File: src/rtl/rotate_frame_ctrl_if.sv
// rtl/rotate_frame_ctrl_if.sv - rotator and source/destination SRAM signals of the frame sequencer
// master = sequencer side, slave = rotator/SRAM side.
interface rotate_frame_ctrl_if #(
  parameter int IMAGE_COOR_BIT = 6,
  parameter int ANG_WIDTH      = 9,
  parameter int PIXEL_WIDTH    = 24,
  parameter int ADDR_WIDTH     = 12
);
  logic                          o_rot_start;
  logic [IMAGE_COOR_BIT-1:0]     o_rot_H;
  logic [IMAGE_COOR_BIT-1:0]     o_rot_V;
  logic signed [ANG_WIDTH-1:0]   o_rot_angle;
  logic [IMAGE_COOR_BIT-1:0]     i_rot_H;
  logic [IMAGE_COOR_BIT-1:0]     i_rot_V;
  logic                          i_rot_oor;
  logic                          i_rot_done;
  logic                          o_src_rd;
  logic [ADDR_WIDTH-1:0]         o_src_addr;
  logic [PIXEL_WIDTH-1:0]        i_src_data;
  logic                          o_dst_we;
  logic [ADDR_WIDTH-1:0]         o_dst_addr;
  logic [PIXEL_WIDTH-1:0]        o_dst_data;

  modport master (
    output o_rot_start, o_rot_H, o_rot_V, o_rot_angle,
    input  i_rot_H, i_rot_V, i_rot_oor, i_rot_done,
    output o_src_rd, o_src_addr,
    input  i_src_data,
    output o_dst_we, o_dst_addr, o_dst_data
  );

  modport slave (
    input  o_rot_start, o_rot_H, o_rot_V, o_rot_angle,
    output i_rot_H, i_rot_V, i_rot_oor, i_rot_done,
    input  o_src_rd, o_src_addr,
    output i_src_data,
    input  o_dst_we, o_dst_addr, o_dst_data
  );
endinterface

File: src/rtl/rotate_frame_ctrl.sv
// rtl/rotate_frame_ctrl.sv - raster-order inverse-mapping sequencer for the pixel rotator
// One rotation, optional source read, one destination write per destination pixel.
module rotate_frame_ctrl #(
  parameter int IMAGE_SIZE     = 60,
  parameter int IMAGE_COOR_BIT = 6,
  parameter int ANG_WIDTH      = 9,
  parameter int PIXEL_WIDTH    = 24,
  parameter int ADDR_WIDTH     = 12,
  parameter logic [PIXEL_WIDTH-1:0] BG_COLOR = '0
) (
  input  logic                        i_clk,
  input  logic                        i_rst_n,
  input  logic                        i_start,
  input  logic signed [ANG_WIDTH-1:0] i_angle,
  output logic                        o_busy,
  output logic                        o_done,
  rotate_frame_ctrl_if.master         bus
);

  typedef enum logic [2:0] {
    S_IDLE, S_ROT, S_WAIT, S_READ, S_DATA, S_WRITE, S_DONE
  } state_t;

  localparam logic [IMAGE_COOR_BIT-1:0] LAST   = IMAGE_COOR_BIT'(IMAGE_SIZE - 1);
  localparam logic [ADDR_WIDTH-1:0]     SIZE_A = ADDR_WIDTH'(IMAGE_SIZE);

  state_t                      state_q, state_d;
  logic [IMAGE_COOR_BIT-1:0]   h_q, h_d, v_q, v_d;
  logic signed [ANG_WIDTH-1:0] ang_q;
  logic                        armed_q;
  logic                        busy_q, done_q;
  logic                        rot_start_q, src_rd_q, dst_we_q;
  logic [ADDR_WIDTH-1:0]       src_addr_q, dst_addr_q;
  logic [PIXEL_WIDTH-1:0]      dst_data_q;
  logic                        start_ok;

  // armed_q keeps a start that coincides with reset release from launching a frame
  assign start_ok = armed_q && i_start;

  always_comb begin
    state_d = state_q;
    h_d     = h_q;
    v_d     = v_q;
    case (state_q)
      S_IDLE: begin
        if (start_ok) begin
          h_d     = '0;
          v_d     = '0;
          state_d = S_ROT;
        end
      end
      S_ROT:  state_d = S_WAIT;
      S_WAIT: begin
        if (bus.i_rot_done) begin
          state_d = bus.i_rot_oor ? S_WRITE : S_READ;
        end
      end
      S_READ: state_d = S_DATA;
      S_DATA: state_d = S_WRITE;
      S_WRITE: begin
        if (h_q == LAST) begin
          h_d = '0;
          v_d = v_q + 1'b1;
        end else begin
          h_d = h_q + 1'b1;
        end
        state_d = (h_q == LAST && v_q == LAST) ? S_DONE : S_ROT;
      end
      S_DONE:  state_d = S_IDLE;
      default: state_d = S_IDLE;
    endcase
  end

  always_ff @(posedge i_clk or negedge i_rst_n) begin
    if (!i_rst_n) begin
      state_q     <= S_IDLE;
      h_q         <= '0;
      v_q         <= '0;
      ang_q       <= '0;
      armed_q     <= 1'b0;
      busy_q      <= 1'b0;
      done_q      <= 1'b0;
      rot_start_q <= 1'b0;
      src_rd_q    <= 1'b0;
      dst_we_q    <= 1'b0;
      src_addr_q  <= '0;
      dst_addr_q  <= '0;
      dst_data_q  <= '0;
    end else begin
      state_q     <= state_d;
      h_q         <= h_d;
      v_q         <= v_d;
      armed_q     <= 1'b1;
      // strobes are registered copies of the state being entered
      busy_q      <= (state_d != S_IDLE);
      done_q      <= (state_d == S_DONE);
      rot_start_q <= (state_d == S_ROT);
      src_rd_q    <= (state_d == S_READ);
      dst_we_q    <= (state_d == S_WRITE);
      if (state_q == S_IDLE && start_ok) begin
        ang_q <= -i_angle;
      end
      if (state_q == S_WAIT && bus.i_rot_done) begin
        src_addr_q <= ADDR_WIDTH'(bus.i_rot_V) * SIZE_A + ADDR_WIDTH'(bus.i_rot_H);
        if (bus.i_rot_oor) begin
          dst_data_q <= BG_COLOR;
        end
      end
      if (state_q == S_DATA) begin
        dst_data_q <= bus.i_src_data;
      end
      if (state_d == S_WRITE) begin
        dst_addr_q <= ADDR_WIDTH'(v_q) * SIZE_A + ADDR_WIDTH'(h_q);
      end
    end
  end

  assign o_busy          = busy_q;
  assign o_done          = done_q;
  assign bus.o_rot_start = rot_start_q;
  assign bus.o_rot_H     = h_q;
  assign bus.o_rot_V     = v_q;
  assign bus.o_rot_angle = ang_q;
  assign bus.o_src_rd    = src_rd_q;
  assign bus.o_src_addr  = src_addr_q;
  assign bus.o_dst_we    = dst_we_q;
  assign bus.o_dst_addr  = dst_addr_q;
  assign bus.o_dst_data  = dst_data_q;

endmodule
File: src/flat_wrapper.sv
// flat-port wrapper written by rule: the top's interface ports become plain ports
module rotate_frame_ctrl_flat 
#(
  parameter int IMAGE_SIZE     = 60,
  parameter int IMAGE_COOR_BIT = 6,
  parameter int ANG_WIDTH      = 9,
  parameter int PIXEL_WIDTH    = 24,
  parameter int ADDR_WIDTH     = 12,
  parameter logic [PIXEL_WIDTH-1:0] BG_COLOR = '0
)
  (i_clk, i_rst_n, i_start, i_angle, o_busy, o_done, bus_o_rot_start, bus_o_rot_H, bus_o_rot_V, bus_o_rot_angle, bus_i_rot_H, bus_i_rot_V, bus_i_rot_oor, bus_i_rot_done, bus_o_src_rd, bus_o_src_addr, bus_i_src_data, bus_o_dst_we, bus_o_dst_addr, bus_o_dst_data);
  rotate_frame_ctrl_if #(.IMAGE_COOR_BIT(IMAGE_COOR_BIT), .ANG_WIDTH(ANG_WIDTH), .PIXEL_WIDTH(PIXEL_WIDTH), .ADDR_WIDTH(ADDR_WIDTH)) bus_i ();
  input  logic i_clk;
  input  logic i_rst_n;
  input  logic i_start;
  input  logic signed [ANG_WIDTH-1:0] i_angle;
  output logic o_busy;
  output logic o_done;
  output wire logic [$bits(bus_i.o_rot_start)-1:0] bus_o_rot_start;
  output wire logic [$bits(bus_i.o_rot_H)-1:0] bus_o_rot_H;
  output wire logic [$bits(bus_i.o_rot_V)-1:0] bus_o_rot_V;
  output wire logic [$bits(bus_i.o_rot_angle)-1:0] bus_o_rot_angle;
  input wire logic [$bits(bus_i.i_rot_H)-1:0] bus_i_rot_H;
  input wire logic [$bits(bus_i.i_rot_V)-1:0] bus_i_rot_V;
  input wire logic [$bits(bus_i.i_rot_oor)-1:0] bus_i_rot_oor;
  input wire logic [$bits(bus_i.i_rot_done)-1:0] bus_i_rot_done;
  output wire logic [$bits(bus_i.o_src_rd)-1:0] bus_o_src_rd;
  output wire logic [$bits(bus_i.o_src_addr)-1:0] bus_o_src_addr;
  input wire logic [$bits(bus_i.i_src_data)-1:0] bus_i_src_data;
  output wire logic [$bits(bus_i.o_dst_we)-1:0] bus_o_dst_we;
  output wire logic [$bits(bus_i.o_dst_addr)-1:0] bus_o_dst_addr;
  output wire logic [$bits(bus_i.o_dst_data)-1:0] bus_o_dst_data;
  assign bus_o_rot_start = bus_i.o_rot_start;
  assign bus_o_rot_H = bus_i.o_rot_H;
  assign bus_o_rot_V = bus_i.o_rot_V;
  assign bus_o_rot_angle = bus_i.o_rot_angle;
  assign bus_i.i_rot_H = bus_i_rot_H;
  assign bus_i.i_rot_V = bus_i_rot_V;
  assign bus_i.i_rot_oor = bus_i_rot_oor;
  assign bus_i.i_rot_done = bus_i_rot_done;
  assign bus_o_src_rd = bus_i.o_src_rd;
  assign bus_o_src_addr = bus_i.o_src_addr;
  assign bus_i.i_src_data = bus_i_src_data;
  assign bus_o_dst_we = bus_i.o_dst_we;
  assign bus_o_dst_addr = bus_i.o_dst_addr;
  assign bus_o_dst_data = bus_i.o_dst_data;
  rotate_frame_ctrl #(.IMAGE_SIZE(IMAGE_SIZE), .IMAGE_COOR_BIT(IMAGE_COOR_BIT), .ANG_WIDTH(ANG_WIDTH), .PIXEL_WIDTH(PIXEL_WIDTH), .ADDR_WIDTH(ADDR_WIDTH), .BG_COLOR(BG_COLOR)) u_core (.i_clk(i_clk), .i_rst_n(i_rst_n), .i_start(i_start), .i_angle(i_angle), .o_busy(o_busy), .o_done(o_done), .bus(bus_i));
endmodule
File: config.mk
export PLATFORM = sky130hd
export DESIGN_NAME = rotate_frame_ctrl_flat
export DESIGN_NICKNAME = d
export VERILOG_FILES = /design/src/rtl/rotate_frame_ctrl_if.sv /design/src/rtl/rotate_frame_ctrl.sv /design/src/flat_wrapper.sv
export SDC_FILE = /design/constraint.sdc
export NUM_CORES = 1
export LEC_CHECK = 0
export ABC_AREA = 1
export ABC_CLOCK_PERIOD_IN_PS = 4800
export CAP_MARGIN = 20
export CORE_ASPECT_RATIO = 0.6
export CORE_MARGIN = 10
export CORE_UTILIZATION = 25
export CTS_BUF_LIST = sky130_fd_sc_hd__clkbuf_2 sky130_fd_sc_hd__clkbuf_4 sky130_fd_sc_hd__clkbuf_8
export CTS_CLUSTER_DIAMETER = 50
export DETAILED_ROUTE_END_ITERATION = 8
export HOLD_SLACK_MARGIN = 0.1
export PLACE_DENSITY = 0.48
export SLEW_MARGIN = 40
export SYNTH_ARGS = -nofsm -noshare
export SYNTH_HDL_FRONTEND = slang
export SYNTH_SLANG_ARGS = --single-unit
File: constraint.sdc
create_clock -name i_clk -period 4.8 [get_ports i_clk]
set_clock_uncertainty 0.1 [all_clocks]
set_input_delay 1.2 -clock i_clk [delete_from_list [all_inputs] [get_ports i_clk]]
set_output_delay 1.2 -clock i_clk [all_outputs]
set_load 0.03 [all_outputs]
==> results of run 1 <==
==> through the flow <==
| step | instance area [um^2] | utilization, % | worst slack [ns] | instances |
|---|---|---|---|---|
| floorplan | 5040 | - | 0.787 | 593 |
| global placement | 6560 | 32.9 | 0.0897 | 982 |
| detailed placement | 6570 | 33.0 | 0.0670 | 982 |
| CTS | 6760 | 33.9 | 0.472 | 997 |
| global route | 6760 | 33.9 | 0.156 | 997 |
| finish | 6760 | 33.9 | 0.451 | 997 |
==> state kept, by name (all words and copies together) (netlist names) <==
register / flops
u_core.armed_q: 1
u_core.bus.o_dst_addr: 12
u_core.bus.o_dst_data: 24
u_core.bus.o_dst_we: 1
u_core.bus.o_rot_H: 6
u_core.bus.o_rot_V: 6
u_core.bus.o_rot_angle: 9
u_core.bus.o_rot_start: 1
u_core.bus.o_src_addr: 12
u_core.bus.o_src_rd: 1
u_core.o_busy: 1
u_core.o_done: 1
u_core.state_q: 3
==> where the power goes <==
part / internal [mW] / switching (mW) / total (mW)
clock: 0.253 / 0.267 / 0.520
sequential: 0.901 / 0.159 / 1.06
combinational: 0.735 / 1.12 / 1.86
total: 1.89 / 1.55 / 3.44
==> critical path, delay by kind of cell <==
kind,cells,cell delay [ns]
adders and majority gates,4,1.88
buffers and inverters,4,0.65
and+or+nand+nor,6,0.53
AOI/OAI and AO/OA,2,0.28
==> logic make-up after synthesis <==
logic type / count (synthesis) / share of synthesized area, %
fa+ha+maj: 61 / 18.1
flops: 78 / 38.7
xor+xnor: 14 / 2.43
other cells: 1 / 0.0744
compound gates: 74 / 9.48
buf+inv: 115 / 9.23
simple gates: 250 / 21.9
==> per-layer routing <==
layer | up-vias | share of wire [%] | wire, um
li1 | 2137 | - | -
met1 | 1847 | 52 | 7340
met2 | 87 | 37 | 5220
met3 | 10 | 10 | 1400
met4 | 0 | 0.66 | 93
met5 | - | 0 | 0
==> worst max-delay path by stage <==
stage / from / end / slack (ns) / cells after the start
2_1_floorplan: bus_i_rot_V[0] / u_core.bus.o_src_addr[10] / 0.79 / 15
6_report: bus_i_rot_V[0] / u_core.bus.o_src_addr[10] / 0.45 / 16
3_5_place_dp: bus_i_rot_V[0] / u_core.bus.o_src_addr[10] / 0.07 / 16
4_1_cts: bus_i_rot_V[0] / u_core.bus.o_src_addr[10] / 0.47 / 16
3_3_place_gp: bus_i_rot_V[0] / u_core.bus.o_src_addr[10] / 0.09 / 16
5_1_grt: bus_i_rot_V[0] / u_core.bus.o_src_addr[10] / 0.16 / 16
==> layout make-up <==
class	count	area, um^2	area share, %
clock buffer	10	138	2.04
clock inverter	5	58.8	0.870
multi-input combinational	400	2620	38.8
sequential	78	1950	28.9
tap	273	342	5.05
inverter	106	400	5.92
timing repair buffer	125	1250	18.4
==> Yosys cell counts (all sizes together) <==
library cell	count
nand3	46
nor3	6
dfrtp	78
fa	20
o21a	1
o21bai	2
o31ai	2
a31oi	1
nand2	161
xor2	6
clkbuf	4
o21ai	26
buf	5
o22ai	3
nand4	8
a22o	24
clkinv	1
nor2	27
xnor2	8
or2	2
inv	105
a21oi	15
conb	1
ha	41
==> flow_summary.ini, run 1 <==
[sta]
fin_crit_ns = 4.35
timing.final.hold_violations = 0
setup_violations = 0
grt_setup_unrepaired = no
worst_pin_slew_ns = 0.590
finalMaxSlewViolations = 0
hold_slack_ns = 0.374
relSlewSlack_pct = 60.7
max_clock_freq_mhz = 230
finalCritPeriodShare_pct = 90.6
fin_tns_setup_ns = 0

[cells_and_area]
diodes = 0
final_cell_mix = nand2_1, clkdlybuf4s50_1, inv_1
fill_cells = 2120
final_common_cell = nand2_1
fin_nets = 831
area_growth_pct = 34.1
post_route_cells_drive_above_1_share_pct = 5.66

[yosys]
synth_top_area_cell = dfrtp_1
synth-seq-cells = 78
ys.warnings.count = 0
synth_top_cell_area_share_pct = 38.7
synth_area_leaders = dfrtp_1, nand2_1, ha_1
syn_area_um2 = 5040
syn_avg_cell_area_um2 = 8.50
synth_fp_nets = 704
yosysSeqAreaShare_pct = 38.7
yosysUniqueCellTypes = 35
synthCells = 593

[setup_path]
crit-reg2reg-launch = u_core.bus.o_rot_V[2]
reg2reg_slack_ns = 1.31
cp_max_fo = 4
r2r_end = u_core.bus.o_dst_addr[10]
worstPathRequired_ns = 5.01
critical_path_arrival_ns = 4.56
max_stage_delay_ns = 0.55
reg2reg_depth = 14
worst_setup_path_end_kind = flop
crit_path_top_delay_cell = fa_1
path_cells = clkdlybuf4s50_1 -> fa_1 -> fa_1 -> inv_1 -> fa_1 -> inv_1 -> ha_1 -> nand2_1 -> nor2_1 -> o21a_1 -> nand2_1 -> nor2_1 -> inv_1 -> o21bai_1 -> nand3_1 -> nand2_1
cp-start-kind = input port
crit_type = input port to flop

[drt]
wl_per_cell_um = 14.1
via_count = 4081
drc = 0
ant_nets = 0
vias_per_cell = 4.09
drt_iter0_drc = 247
drt_wl_total_um = 14100
first_pass_iters = 4

[floorplanning]
rows = 40
ios = 124
fp.dieW_um = 203
die_area_um2 = 26400
fp.coreArea_um2 = 19900
die_h_um = 130
start_util_pct = 25.3

[hold_path]
min_from = u_core.bus.o_dst_addr[2]
worstHoldPathType = flop to flop
holdPathEnd = u_core.bus.o_dst_addr[2]
hold_depth = 2

[pwr]
ir_drop_mv = 0.268
power.total_mw = 3.44
powerDensity_nw_per_um2 = 509
p_leak_nw = 3.38

[global_route]
antenna_found_initial = 0
gr-usage-met3_pct = 5.79
grt_pass1_vias = 4269
busiest_layer = met1
grt_usage_pct = 11.1
use_met2_pct = 14.5
met1_usage_pct = 15.7
grt_max_degree = 60
grt_pass1_wl_um = 23200
grt_overflow_total = 0

[place]
portBuffers = 123
place.gp.congestion = 0.795
hpwl_um = 11000

[cts]
cts_tree = built
clock_sinks = 78
cts_resized = 0
postCtsHoldBufs = 0
cts_root_buf = clkbuf_8
clockBufferDepth = 2
cts_made_buffers = 9
cts_setup_buffers = 0
clk_pin_slew_worst_paths_ns = 0.09
clock_latency_ns = 0.36
htreeDepth = 3

[run]
cap_violations = 0

[outcome]
status = finished clean
No activity file was read; power rests on OpenSTA's default activity.
==> run 2: changes to the inputs <==
- ABC_AREA: 1 -> 0
- PLACE_DENSITY: 0.48 -> 0.49
==> run 2 against run 1 <==
  * Sequential share of layout area is 0.60 points higher
  * Global-route usage is 0.60 points lower
  * Largest power group unchanged
  * Routed wire length is 5.3% lower
  * Power is 3.9% lower
  * Worst hold slack worse by 0.0016 ns
  * Via count is 9.2% lower
  * First-iteration DRC count is 36% lower
  * Non-clock buffer count is 17 higher
  * Die area is 4.7% lower
==> flow_summary.ini, run 2 <==
[run]
cap_violations = 0

[cells_and_area]
fill_cells = 1903
multi_input_area_um2 = 2620
fin_nets = 718
register_area_um2 = 1950
final_cell_area_um2 = 6620
largest_reg_flops = 24
final_common_cell = clkdlybuf4s50_1
area_growth_pct = 38.9
post_route_cells_drive_above_1_share_pct = 8.67
diodes = 0
final_cell_mix = clkdlybuf4s50_1, dfrtp_1, nand2_1

[cts]
cts_made_buffers = 9
clockBufferDepth = 2
htreeDepth = 3
cts_tree = built
clk_pin_slew_worst_paths_ns = 0.08
clock_latency_ns = 0.35
cts_root_buf = clkbuf_8
cts_setup_buffers = 0
clock_sinks = 78

[drt]
via_count = 3704
wl_per_cell_um = 15.5
vias_per_cell = 4.32
ant_nets = 0
drc = 0
drt_wl_total_um = 13300
first_pass_iters = 4
drt_iter0_drc = 157

[yosys]
synth-seq-cells = 78
synth_top_cell_area_share_pct = 40.9
synth_top_area_cell = dfrtp_1
synth_edf_count = 0
ys_top_cells_by_count = dfrtp_1, nand2_1, inv_1, ha_1, o21ai_0
synthCells = 465
yosysUniqueCellTypes = 51
syn_area_um2 = 4770
ys.warnings.count = 0
yosysSeqAreaShare_pct = 40.9
synth-main-ff-cell = dfrtp_1
async_flop_share_pct = 100
synth_most_common_cell = dfrtp_1
syn_avg_cell_area_um2 = 10.3
synth_fp_nets = 576
synth_area_leaders = dfrtp_1, ha_1, fa_1

[global_route]
antenna_found_initial = 0
grt_max_degree = 79
busiest_layer = met1
grt_usage_pct = 10.5
grt_overflow_total = 0
use_met2_pct = 14.2
grt_pass1_vias = 3812
met1_usage_pct = 15.3
gr-usage-met3_pct = 4.48
grt_pass1_wl_um = 21200

[sta]
finalMaxSlewViolations = 0
fin_crit_ns = 4.63
worst_pin_slew_ns = 0.701
hold_slack_ns = 0.373
grt_setup_unrepaired = no
timing.final.hold_violations = 0
relSlewSlack_pct = 53.1
max_clock_freq_mhz = 216
final.setup.worst_slack_ns = 0.172
fin_tns_setup_ns = 0
setup_violations = 0
finalCritPeriodShare_pct = 96.4

[floorplanning]
fp.coreArea_um2 = 18900
start_util_pct = 25.3
fp.dieW_um = 198
die_area_um2 = 25200
rows = 39
die_h_um = 127
ios = 124

[place]
dpl_cell_area_um2 = 6420
dpl_worst_slack_ns = -0.223
place.gp.congestion = 0.805
portBuffers = 123
hpwl_um = 10500

[setup_path]
crit_type = input port to flop
worst_setup_path_end_kind = flop
critical_path_arrival_ns = 4.77
cp-start-kind = input port
cp_max_fo = 2
worstPathRequired_ns = 4.94

[pwr]
combPwrFrac_pct = 53.2
powerDensity_nw_per_um2 = 499
clkPwrFrac_pct = 15.2
p_switching_mw = 1.41
internal_power_mw = 1.89
ir_drop_mv = 0.301
p_seq_share_pct = 31.5
p_sw_share_pct = 42.8
p_leak_nw = 3.09

[outcome]
status = finished clean

[hold_path]
worstHoldPathType = flop to flop
## run 2: cell count changes in the layout (fill, tap and decap cells not counted), sizes merged, moves of 9 or more
cell,before,now
o21ai,26,35
buf,3,19
xnor2,8,19
nand2,161,66
xor2,6,16
inv,106,47
nand3,46,10
## run 2: worst paths after layout
| check | slack (ns) | start | cells after the start | to |
|---|---|---|---|---|
| setup reg to reg | 0.83 | u_core.bus.o_rot_V[0] | 13 | u_core.bus.o_dst_addr[11] |
| setup / recovery | 0.17 | bus_i_rot_V[0] | 12 | u_core.bus.o_src_addr[11] |
| min in group asynchronous | 0.78 | i_rst_n | 1 | u_core.bus.o_dst_data[22] |
| hold / removal | 0.37 | u_core.bus.o_dst_addr[3] | 2 | u_core.bus.o_dst_addr[3] |
| hold reg to reg | 0.37 | u_core.bus.o_dst_addr[3] | 2 | u_core.bus.o_dst_addr[3] |
| max in group asynchronous | 3.35 | i_rst_n | 1 | u_core.bus.o_rot_V[5] |
## run 2: power groups by stage
| stage | logic (mW) | registers, mW | clock network [mW] |
|---|---|---|---|
| floorplan | 0.564 | 1.47 | 0 |
| global placement | 1.78 | 1.05 | 0 |
| detailed placement | 1.78 | 1.06 | 0 |
| CTS | 1.79 | 1.05 | 0.537 |
| global route | 1.90 | 1.08 | 0.564 |
| finish | 1.76 | 1.04 | 0.504 |
## run 2: metrics by stage
| stage | power [mW] | std cells | util [%] |
|---|---|---|---|
| after floorplan | 2.04 | 465 | - |
| after global placement | 2.83 | 842 | 34.0 |
| after detailed placement | 2.83 | 842 | 34.0 |
| after CTS | 3.37 | 857 | 35.0 |
| after global routing | 3.54 | 857 | 35.1 |
| final | 3.31 | 857 | 35.1 |
## run 2: cells by family (layout without fill, tap and decap cells)
logic type      after synthesis  in the layout  share of synthesized area, %
compound gates               93             93                          13.8
flops                        78             78                          40.9
xor+xnor                     37             37                          7.69
mux                           5              5                          1.29
other cells                   1              1                        0.0786
buf+inv                      58            204                          4.62
fa+ha+maj                    61             61                          19.2
simple gates                132            132                          12.5
## run 2: critical path, cell delays in order
cell,delay [ns]
clkdlybuf4s50_1,0.45
fa_1,0.53
fa_1,0.53
inv_1,0.06
fa_1,0.49
inv_1,0.04
ha_1,0.27
nor2b_1,0.19
o2111ai_1,0.25
nor3b_2,0.26
xnor3_1,0.23
mux2_4,0.26
## run 2: layout make-up
class	instances	area share [%]
inverters	47	2.66
repair buffers	142	20.8
clock inverters	4	0.718
multi-input cells	329	39.5
clock buffers	11	2.19
flip-flops and latches	78	29.5
well taps	246	4.65
## run 2: per-layer routing
layer | vias up | part of all wire, %
li1 | 1865 | -
met5 | - | 0
met3 | 11 | 8.8
met2 | 97 | 38
met1 | 1731 | 53
met4 | 0 | 0.68
## run 2: timing repair
action | CTS | global route
hold buffers | 0 | 0
gates resized for setup | 0 | 1
setup endpoints to repair | 0 | 1
